<file path="config.mk">
export PLATFORM = sky130hd
export DESIGN_NAME = kfps2kb_event_queue_flat
export DESIGN_NICKNAME = d
export VERILOG_FILES = /design/src/rtl/kfps2kb_pkg.sv /design/src/rtl/kfps2kb_event_queue_if.sv /design/src/rtl/kfps2kb_fifo.sv /design/src/rtl/kfps2kb_event_queue.sv /design/src/flat_wrapper.sv
export SDC_FILE = /design/constraint.sdc
export NUM_CORES = 1
export LEC_CHECK = 0
export ABC_AREA = 1
export CORE_ASPECT_RATIO = 0.6
export CORE_MARGIN = 3
export CORE_UTILIZATION = 50
export CTS_CLUSTER_DIAMETER = 200
export DETAILED_ROUTE_END_ITERATION = 7
export PLACE_DENSITY = 0.68
export SLEW_MARGIN = 0
export SYNTH_ARGS = -nofsm -noshare
export SYNTH_HDL_FRONTEND = slang
export SYNTH_SLANG_ARGS = --single-unit
</file>
<file path="constraint.sdc">
create_clock -name clock -period 2.95 [get_ports clock]
set_clock_uncertainty 0.1 [all_clocks]
set_input_delay 0.295 -clock clock [delete_from_list [all_inputs] [get_ports clock]]
set_output_delay 0.295 -clock clock [all_outputs]
set_load 0.01 [all_outputs]
</file>
<file path="src/rtl/kfps2kb_pkg.sv">
// kfps2kb_pkg: decoder states, PS/2 control bytes and the Set-2 to Set-1
// translation used by the keyboard event queue.
// The optional extended-key (E0) path is enabled by defining KFPS2KB_EXTENDED_EN.
package kfps2kb_pkg;

    // Decoder state; the extended states only exist when E0 handling is built in.
`ifdef KFPS2KB_EXTENDED_EN
    typedef enum logic [1:0] {
        ST_IDLE,
        ST_BREAK,
        ST_EXT,
        ST_EXT_BREAK
    } dec_state_t;
`else
    typedef enum logic {
        ST_IDLE,
        ST_BREAK
    } dec_state_t;
`endif

    // Keyboard-to-host bytes that never represent a key.
    localparam logic [7:0] PS2_ACK    = 8'hFA;
    localparam logic [7:0] PS2_BAT    = 8'hAA;
    localparam logic [7:0] PS2_ECHO   = 8'hEE;
    localparam logic [7:0] PS2_RESEND = 8'hFE;
    // Prefix bytes.
    localparam logic [7:0] PS2_BREAK  = 8'hF0;
    localparam logic [7:0] PS2_EXT    = 8'hE0;

    // Set-2 make code 00..7F to Set-1 make code.
    localparam logic [7:0] SET1_TAB [128] = '{
        8'hFF, 8'h43, 8'h41, 8'h3F, 8'h3D, 8'h3B, 8'h3C, 8'h58, 8'h64, 8'h44, 8'h42, 8'h40, 8'h3E, 8'h0F, 8'h29, 8'h59,
        8'h65, 8'h38, 8'h2A, 8'h70, 8'h1D, 8'h10, 8'h02, 8'h5A, 8'h66, 8'h71, 8'h2C, 8'h1F, 8'h1E, 8'h11, 8'h03, 8'h5B,
        8'h67, 8'h2E, 8'h2D, 8'h20, 8'h12, 8'h05, 8'h04, 8'h5C, 8'h68, 8'h39, 8'h2F, 8'h21, 8'h14, 8'h13, 8'h06, 8'h5D,
        8'h69, 8'h31, 8'h30, 8'h23, 8'h22, 8'h15, 8'h07, 8'h5E, 8'h6A, 8'h72, 8'h32, 8'h24, 8'h16, 8'h08, 8'h09, 8'h5F,
        8'h6B, 8'h33, 8'h25, 8'h17, 8'h18, 8'h0B, 8'h0A, 8'h60, 8'h6C, 8'h34, 8'h35, 8'h26, 8'h27, 8'h19, 8'h0C, 8'h61,
        8'h6D, 8'h73, 8'h28, 8'h74, 8'h1A, 8'h0D, 8'h62, 8'h6E, 8'h3A, 8'h36, 8'h1C, 8'h1B, 8'h75, 8'h2B, 8'h63, 8'h76,
        8'h55, 8'h56, 8'h77, 8'h78, 8'h79, 8'h7A, 8'h0E, 8'h7B, 8'h7C, 8'h4F, 8'h7D, 8'h4B, 8'h47, 8'h7E, 8'h7F, 8'h6F,
        8'h52, 8'h53, 8'h50, 8'h4C, 8'h4D, 8'h48, 8'h01, 8'h45, 8'h57, 8'h4E, 8'h51, 8'h4A, 8'h37, 8'h49, 8'h46, 8'h54
    };

    // Upper half passes through unchanged except F7 (83), which Set 1 places at 41.
    function automatic logic [7:0] translate(input logic [7:0] code);
        logic [7:0] t;
        if (code[7]) begin
            t = (code == 8'h83) ? 8'h41 : code;
        end else begin
            t = SET1_TAB[code[6:0]];
        end
        return t;
    endfunction

endpackage

</file>
<file path="src/rtl/kfps2kb_event_queue_if.sv">
// kfps2kb_event_queue_if: receive strobes from the PS/2 shift register, pop
// strobe from the CPU side, and the queue status seen by the 8255/PIC path.
interface kfps2kb_event_queue_if #(
    parameter int FIFO_DEPTH = 8
) ();
    logic                        rx_valid;
    logic [7:0]                  rx_data;
    logic                        rx_error;
    logic                        clear_keycode;
    logic                        irq;
    logic [7:0]                  keycode;
    logic                        pause_core;
    logic [$clog2(FIFO_DEPTH):0] fifo_count;
    logic                        overrun;

    modport master (
        output rx_valid, rx_data, rx_error, clear_keycode,
        input  irq, keycode, pause_core, fifo_count, overrun
    );

    modport slave (
        input  rx_valid, rx_data, rx_error, clear_keycode,
        output irq, keycode, pause_core, fifo_count, overrun
    );
endinterface

</file>
<file path="src/rtl/kfps2kb_fifo.sv">
// kfps2kb_fifo: byte FIFO with registered head/non-empty outputs, occupancy
// count, and an overwrite path that replaces the newest entry when a push
// arrives while full without a matching pop. Sticky overrun flag included.
module kfps2kb_fifo #(
    parameter int DEPTH = 8,
    parameter int AW    = $clog2(DEPTH)
) (
    input  logic        i_clk,
    input  logic        i_rst_n,
    input  logic        i_push,
    input  logic        i_pop,
    input  logic [7:0]  i_wdata,
    input  logic [7:0]  i_ovw_data,
    output logic [7:0]  o_head,
    output logic        o_nonempty,
    output logic [AW:0] o_count,
    output logic        o_overrun
);
    localparam logic [AW:0] FULL_CNT = (AW+1)'(DEPTH);
    localparam logic [AW:0] ONE_CNT  = (AW+1)'(1);

    logic [7:0]    r_mem [DEPTH];
    logic [AW-1:0] r_wr_ptr;
    logic [AW-1:0] r_rd_ptr;
    logic [AW:0]   r_count;
    logic          r_overrun;
    logic [7:0]    r_head;
    logic          r_nonempty;

    logic          w_empty;
    logic          w_full;
    logic          w_pop_ok;
    logic          w_push_ok;
    logic          w_ovf;
    logic [AW-1:0] w_ovw_addr;
    logic [AW-1:0] w_rd_nxt;
    logic [AW:0]   w_count_nxt;
    logic [7:0]    w_head_nxt;

    // Accept/overflow decisions and the head value visible after this edge.
    always_comb begin
        w_empty     = (r_count == '0);
        w_full      = (r_count == FULL_CNT);
        w_pop_ok    = i_pop && !w_empty;
        w_push_ok   = i_push && (!w_full || w_pop_ok);
        w_ovf       = i_push && w_full && !w_pop_ok;
        w_ovw_addr  = r_wr_ptr - 1'b1;
        w_rd_nxt    = w_pop_ok ? (r_rd_ptr + 1'b1) : r_rd_ptr;
        w_count_nxt = r_count + {{AW{1'b0}}, w_push_ok} - {{AW{1'b0}}, w_pop_ok};
        w_head_nxt  = 8'h00;
        if (w_count_nxt != '0) begin
            // Bypass the slot being written this cycle so the head is never stale.
            if (w_push_ok && (w_rd_nxt == r_wr_ptr)) begin
                w_head_nxt = i_wdata;
            end else if (w_ovf && (w_rd_nxt == w_ovw_addr)) begin
                w_head_nxt = i_ovw_data;
            end else begin
                w_head_nxt = r_mem[w_rd_nxt];
            end
        end
    end

    // Storage array; contents are meaningless until written, so no reset.
    always_ff @(posedge i_clk) begin
        if (w_push_ok) begin
            r_mem[r_wr_ptr] <= i_wdata;
        end
        if (w_ovf) begin
            r_mem[w_ovw_addr] <= i_ovw_data;
        end
    end

    // Pointers, occupancy, sticky overrun and registered head/non-empty.
    always_ff @(posedge i_clk or negedge i_rst_n) begin
        if (!i_rst_n) begin
            r_wr_ptr   <= '0;
            r_rd_ptr   <= '0;
            r_count    <= '0;
            r_overrun  <= 1'b0;
            r_head     <= 8'h00;
            r_nonempty <= 1'b0;
        end else begin
            if (w_push_ok) begin
                r_wr_ptr <= r_wr_ptr + 1'b1;
            end
            r_rd_ptr   <= w_rd_nxt;
            r_count    <= w_count_nxt;
            r_head     <= w_head_nxt;
            r_nonempty <= (w_count_nxt != '0);
            if (w_ovf) begin
                r_overrun <= 1'b1;
            end else if (w_pop_ok && !w_push_ok && (r_count == ONE_CNT)) begin
                r_overrun <= 1'b0;
            end
        end
    end

    assign o_head     = r_head;
    assign o_nonempty = r_nonempty;
    assign o_count    = r_count;
    assign o_overrun  = r_overrun;
endmodule

</file>
<file path="src/rtl/kfps2kb_event_queue.sv">
// kfps2kb_event_queue: Set-2 prefix decoder, Set-1 translation, keystroke FIFO
// and pause-core toggle between the PS/2 receiver and the XT keyboard path.
// Define KFPS2KB_EXTENDED_EN to queue E0 prefixes and track extended keys;
// otherwise E0 is ignored and extended keys alias to their base codes.
module kfps2kb_event_queue
    import kfps2kb_pkg::*;
#(
    parameter int         FIFO_DEPTH = 8,
    parameter logic [7:0] PAUSE_CODE = 8'h07,
    parameter logic [7:0] ERROR_CODE = 8'hFF
) (
    input  logic                 clock,
    input  logic                 reset_n,
    kfps2kb_event_queue_if.slave bus
);
    dec_state_t r_state;
    dec_state_t w_state_nxt;
    logic       r_pause;
    logic       w_pause_tgl;
    logic       w_push;
    logic [7:0] w_push_data;
    logic       w_is_ctrl;
    logic       w_in_break;

    // Decoder state and pause flag.
    always_ff @(posedge clock or negedge reset_n) begin
        if (!reset_n) begin
            r_state <= ST_IDLE;
            r_pause <= 1'b0;
        end else begin
            r_state <= w_state_nxt;
            if (w_pause_tgl) begin
                r_pause <= ~r_pause;
            end
        end
    end

    // Next decoder state, pause toggle and the byte to enqueue for this strobe.
    always_comb begin
        w_state_nxt = r_state;
        w_pause_tgl = 1'b0;
        w_push      = 1'b0;
        w_push_data = 8'h00;
        w_is_ctrl   = (bus.rx_data == PS2_ACK)  || (bus.rx_data == PS2_BAT) ||
                      (bus.rx_data == PS2_ECHO) || (bus.rx_data == PS2_RESEND);
`ifdef KFPS2KB_EXTENDED_EN
        w_in_break  = (r_state == ST_BREAK) || (r_state == ST_EXT_BREAK);
`else
        w_in_break  = (r_state == ST_BREAK);
`endif
        if (bus.rx_error) begin
            // Errors are reported unless the core is paused.
            w_state_nxt = ST_IDLE;
            if (!r_pause) begin
                w_push      = 1'b1;
                w_push_data = ERROR_CODE;
            end
        end else if (bus.rx_valid) begin
            if (w_is_ctrl) begin
                w_state_nxt = ST_IDLE;
            end else if (bus.rx_data == PS2_BREAK) begin
                // F0 is still honoured while paused so the unpause release can be seen.
                if (r_state == ST_IDLE) begin
                    w_state_nxt = ST_BREAK;
`ifdef KFPS2KB_EXTENDED_EN
                end else if (r_state == ST_EXT) begin
                    w_state_nxt = ST_EXT_BREAK;
`endif
                end
            end else if ((bus.rx_data == PAUSE_CODE) && (r_state == ST_BREAK)) begin
                w_pause_tgl = 1'b1;
                w_state_nxt = ST_IDLE;
            end else if ((bus.rx_data == PAUSE_CODE) && (r_state == ST_IDLE)) begin
                w_state_nxt = ST_IDLE;
            end else if (r_pause) begin
                w_state_nxt = ST_IDLE;
            end else if (bus.rx_data == PS2_EXT) begin
`ifdef KFPS2KB_EXTENDED_EN
                w_push      = 1'b1;
                w_push_data = PS2_EXT;
                if (r_state == ST_IDLE) begin
                    w_state_nxt = ST_EXT;
                end else if (r_state == ST_BREAK) begin
                    w_state_nxt = ST_EXT_BREAK;
                end
`endif
            end else begin
                w_push      = 1'b1;
                w_push_data = translate(bus.rx_data) | (w_in_break ? 8'h80 : 8'h00);
                w_state_nxt = ST_IDLE;
            end
        end
    end

    kfps2kb_fifo #(
        .DEPTH (FIFO_DEPTH)
    ) u_fifo (
        .i_clk      (clock),
        .i_rst_n    (reset_n),
        .i_push     (w_push),
        .i_pop      (bus.clear_keycode),
        .i_wdata    (w_push_data),
        .i_ovw_data (ERROR_CODE),
        .o_head     (bus.keycode),
        .o_nonempty (bus.irq),
        .o_count    (bus.fifo_count),
        .o_overrun  (bus.overrun)
    );

    assign bus.pause_core = r_pause;
endmodule

</file>
<file path="src/flat_wrapper.sv">
// flat-port wrapper written by rule: the top's interface ports become plain ports
module kfps2kb_event_queue_flat import kfps2kb_pkg::*;
#(
    parameter int         FIFO_DEPTH = 8,
    parameter logic [7:0] PAUSE_CODE = 8'h07,
    parameter logic [7:0] ERROR_CODE = 8'hFF
)
  (clock, reset_n, bus_rx_valid, bus_rx_data, bus_rx_error, bus_clear_keycode, bus_irq, bus_keycode, bus_pause_core, bus_fifo_count, bus_overrun);
  kfps2kb_event_queue_if #(.FIFO_DEPTH(FIFO_DEPTH)) bus_i ();
  input  logic clock;
  input  logic reset_n;
  input wire logic [$bits(bus_i.rx_valid)-1:0] bus_rx_valid;
  input wire logic [$bits(bus_i.rx_data)-1:0] bus_rx_data;
  input wire logic [$bits(bus_i.rx_error)-1:0] bus_rx_error;
  input wire logic [$bits(bus_i.clear_keycode)-1:0] bus_clear_keycode;
  output wire logic [$bits(bus_i.irq)-1:0] bus_irq;
  output wire logic [$bits(bus_i.keycode)-1:0] bus_keycode;
  output wire logic [$bits(bus_i.pause_core)-1:0] bus_pause_core;
  output wire logic [$bits(bus_i.fifo_count)-1:0] bus_fifo_count;
  output wire logic [$bits(bus_i.overrun)-1:0] bus_overrun;
  assign bus_i.rx_valid = bus_rx_valid;
  assign bus_i.rx_data = bus_rx_data;
  assign bus_i.rx_error = bus_rx_error;
  assign bus_i.clear_keycode = bus_clear_keycode;
  assign bus_irq = bus_i.irq;
  assign bus_keycode = bus_i.keycode;
  assign bus_pause_core = bus_i.pause_core;
  assign bus_fifo_count = bus_i.fifo_count;
  assign bus_overrun = bus_i.overrun;
  kfps2kb_event_queue #(.FIFO_DEPTH(FIFO_DEPTH), .PAUSE_CODE(PAUSE_CODE), .ERROR_CODE(ERROR_CODE)) u_core (.clock(clock), .reset_n(reset_n), .bus(bus_i));
endmodule
</file>
==> results.yml, run 1 <==
sta:
  post-route-min-period_ps: 2860
  period_share_pct: 97.1
  max-slew-margin-rel_pct: 58.5
  hold_viol_final: 0
  holdWs_ps: 226
  max_freq_mhz: 349
  fin_setup_tns_ps: 0
  finalSetupViolCount: 0
  tightest_slew_ps: 620
  grt_setup_unrepaired: "yes"
  slew_viol_final: 0
global_routing:
  grt_pass1_vias: 5613
  grt_overflow: 0
  grt_max_degree: 34
  grt_antenna_before_repair: 0
  track_usage_pct: 30.2
  grt_pass1_wl_mm: 31.1
setup_path:
  path_buf_inv: 5
  cpMostUsedCell: "buf_4"
  crit_arrival_ps: 2810
  crit_path_end_kind: "flop"
  crit_family: "simple AND/OR/NAND/NOR gates"
  path_class: "reg2reg"
  path_cells: "inv_1 -> ha_1 -> nand2_2 -> nand2_4 -> nand3_1 -> buf_4 -> inv_1 -> nand2_2 -> buf_4 -> nand2_1 -> o21ai_1 -> nand2_1 -> nor2_1 -> buf_4"
  crit_fanout: 9
  cp_slowest_cell: "dfrtp_1"
  critPathMaxStageDelay_ps: 350
  critPathRequiredTime_ps: 2900
  start_kind: "flop"
synth:
  synthTopCellsByArea: "edfxtp_1 32%, nand2_1 19%, nand3_1 11%, dfrtp_1 9.1%, inv_1 7.2%"
  synth_area_leader_cell: "edfxtp_1"
  synth_cell_type_count: 37
  netlist_instances: 847
  avgSynthCellArea_um2: 7.12
  synth_area_um2: 6030
  ys.flop_type: "edfxtp_1"
  ys_warn_count: 0
  synth-edff-count: 64
  ys_ff_latch: 86
  netlist.area_leader.share_pct: 31.9
  synth_nets: 877
  async_flop_share_pct: 25.6
  synth-seq-area-share_pct: 41.0
cells_and_area:
  layout_common_cells: "302 x nand2_1, 130 x nand3_1, 113 x inv_1"
  fill_cells: 961
  drive_gt1_share_pct: 18.4
  flow.area_growth_from_synthesis_pct: 26.4
  multi_input_area_um2: 3020
  nets: 992
  seq_area_um2: 2470
  antennaDiodeCount: 0
  final_util_pct: 66.1
  final_common_cell: "nand2_1"
  stdcell_count: 1127
floorplan:
  dieHeight_um: 91.1
  die_area_um2: 13500
  core_um2: 11500
  rows: 30
  io_pins: 28
  start_util_pct: 52.3
  die_w_um: 148
clock_tree:
  cts_buffer_depth: 2
  cts_tree: "done"
  cts_root_buf: "clkbuf_16"
  htree_num_levels: 3
  cts_hold_buf: 0
  clk_latency_ps: 340
  clock_sinks: 86
  clk_pin_slew_worst_paths_ps: 60
  cts_made_buffers: 9
hold_path:
  hp-class: "in2async"
routing:
  wl_mm: 20.5
  firstDrtPassIters: 6
  ant_nets: 0
  drtIter0Drc: 856
  vias: 6239
  post-route-drc-count: 0
  via_per_inst: 5.54
  routedWlPerCell_um: 18.2
placed_design:
  dpl.cell_count: 1108
  dpl.hpwl_mm: 15.4
  io_buffers: 27
  gp_congestion: 1.00
power_and_ir_drop:
  power_density_nw_per_um2: 704
  power_mw: 5.36
  leakagePower_nw: 3.93
  vdd_drop_max_v: 0.000485
outcome:
  status: "finished clean"
flow_run:
  maxCapViolCount: 0
[final cells by class]
cell class	instances	share of cell area, %
timing repair buffer	133	14.9
clock buffer	10	3.01
multi-input combinational	610	39.7
sequential	86	32.5
inverter	122	6.09
clock inverter	6	1.23
tap	160	2.63
[cell families (layout without fill, tap and decap cells)]
family          after synthesis  count (layout)  synth area share (%)
xor+xnor                      7               7                  1.02
buf+inv                     152             271                  10.6
fa+ha+maj                    17              17                  3.65
compound gates               48              48                  4.48
flops                        86              86                  41.0
simple gates                537             538                  39.2
[Yosys cell counts, types with 5 or more instances]
| cell type | instances |
|---|---|
| nand2_1 | 305 |
| buf_2 | 15 |
| clkbuf_1 | 7 |
| nor2_2 | 5 |
| a21oi_1 | 20 |
| nor2_1 | 66 |
| inv_1 | 115 |
| ha_1 | 16 |
| o21ai_0 | 17 |
| inv_2 | 5 |
| nand3_1 | 130 |
| edfxtp_1 | 64 |
| dfrtp_1 | 22 |
| nand2_2 | 9 |
| nand3_2 | 6 |
| nand2_4 | 5 |
| buf_6 | 5 |
[metal layers]
metal	global-route usage (%)	wire length, um
met1	48.7	9310
met2	38.8	7780
met3	11.3	3210
met4	3.18	180
met5	0	0
[worst paths after layout]
path,from,to,slack (ps),depth (start not counted)
max,u_core.u_fifo.o_count[2],u_core.u_fifo.r_mem[5][6],90,14
min,reset_n,u_core.u_fifo.o_head[6],230,2
max reg2reg,u_core.u_fifo.o_count[2],u_core.u_fifo.r_mem[5][6],90,14
min reg2reg,u_core.u_fifo.o_overrun,u_core.u_fifo.o_overrun,410,2
max in group asynchronous,reset_n,u_core.u_fifo.r_wr_ptr[2],2280,2
min in group clock,u_core.u_fifo.o_overrun,u_core.u_fifo.o_overrun,410,2
[repair_timing]
| item | in CTS | in global routing |
|---|---|---|
| pin swaps | 2 | 6 |
| gates cloned | 1 | 0 |
| buffers inserted | 0 | 2 |
| endpoints found under the setup margin | 39 | 41 |
| gates resized for setup | 9 | 25 |
[power breakdown]
part	internal, mW	switching (mW)
logic	1.01	1.63
clock network	0.751	0.473
registers	1.41	0.0890
total	3.17	2.19
[state kept, by name, summed over array words and instances, names as in the netlist]
name,cells
u_core.u_fifo.o_nonempty,1
u_core.u_fifo.o_head,8
u_core.u_fifo.r_mem,64
u_core.bus.pause_core,1
u_core.r_state,1
u_core.u_fifo.o_count,4
u_core.u_fifo.r_rd_ptr,3
u_core.u_fifo.r_wr_ptr,3
u_core.u_fifo.o_overrun,1
[metrics by stage]
step	setup WS, ps	instance area, um^2
2_1_floorplan	26.7	6050
3_3_place_gp	-440	7170
3_5_place_dp	-593	7170
4_1_cts	18.5	7510
5_1_grt	-42.9	7620
6_report	86.2	7620
Note: power is estimated with default switching activity, not from simulation.
==> run 2, diff against run 1 <==
--- a/config.mk
+++ b/config.mk
@@ -6,6 +6,7 @@
 export NUM_CORES = 1
 export LEC_CHECK = 0
 export ABC_AREA = 1
+export ABC_CLOCK_PERIOD_IN_PS = 2950
 export CORE_ASPECT_RATIO = 0.6
 export CORE_MARGIN = 3
 export CORE_UTILIZATION = 50
==> results of run 2 <==
No change in the layout: final DEF, timing and power equal those of run 1.
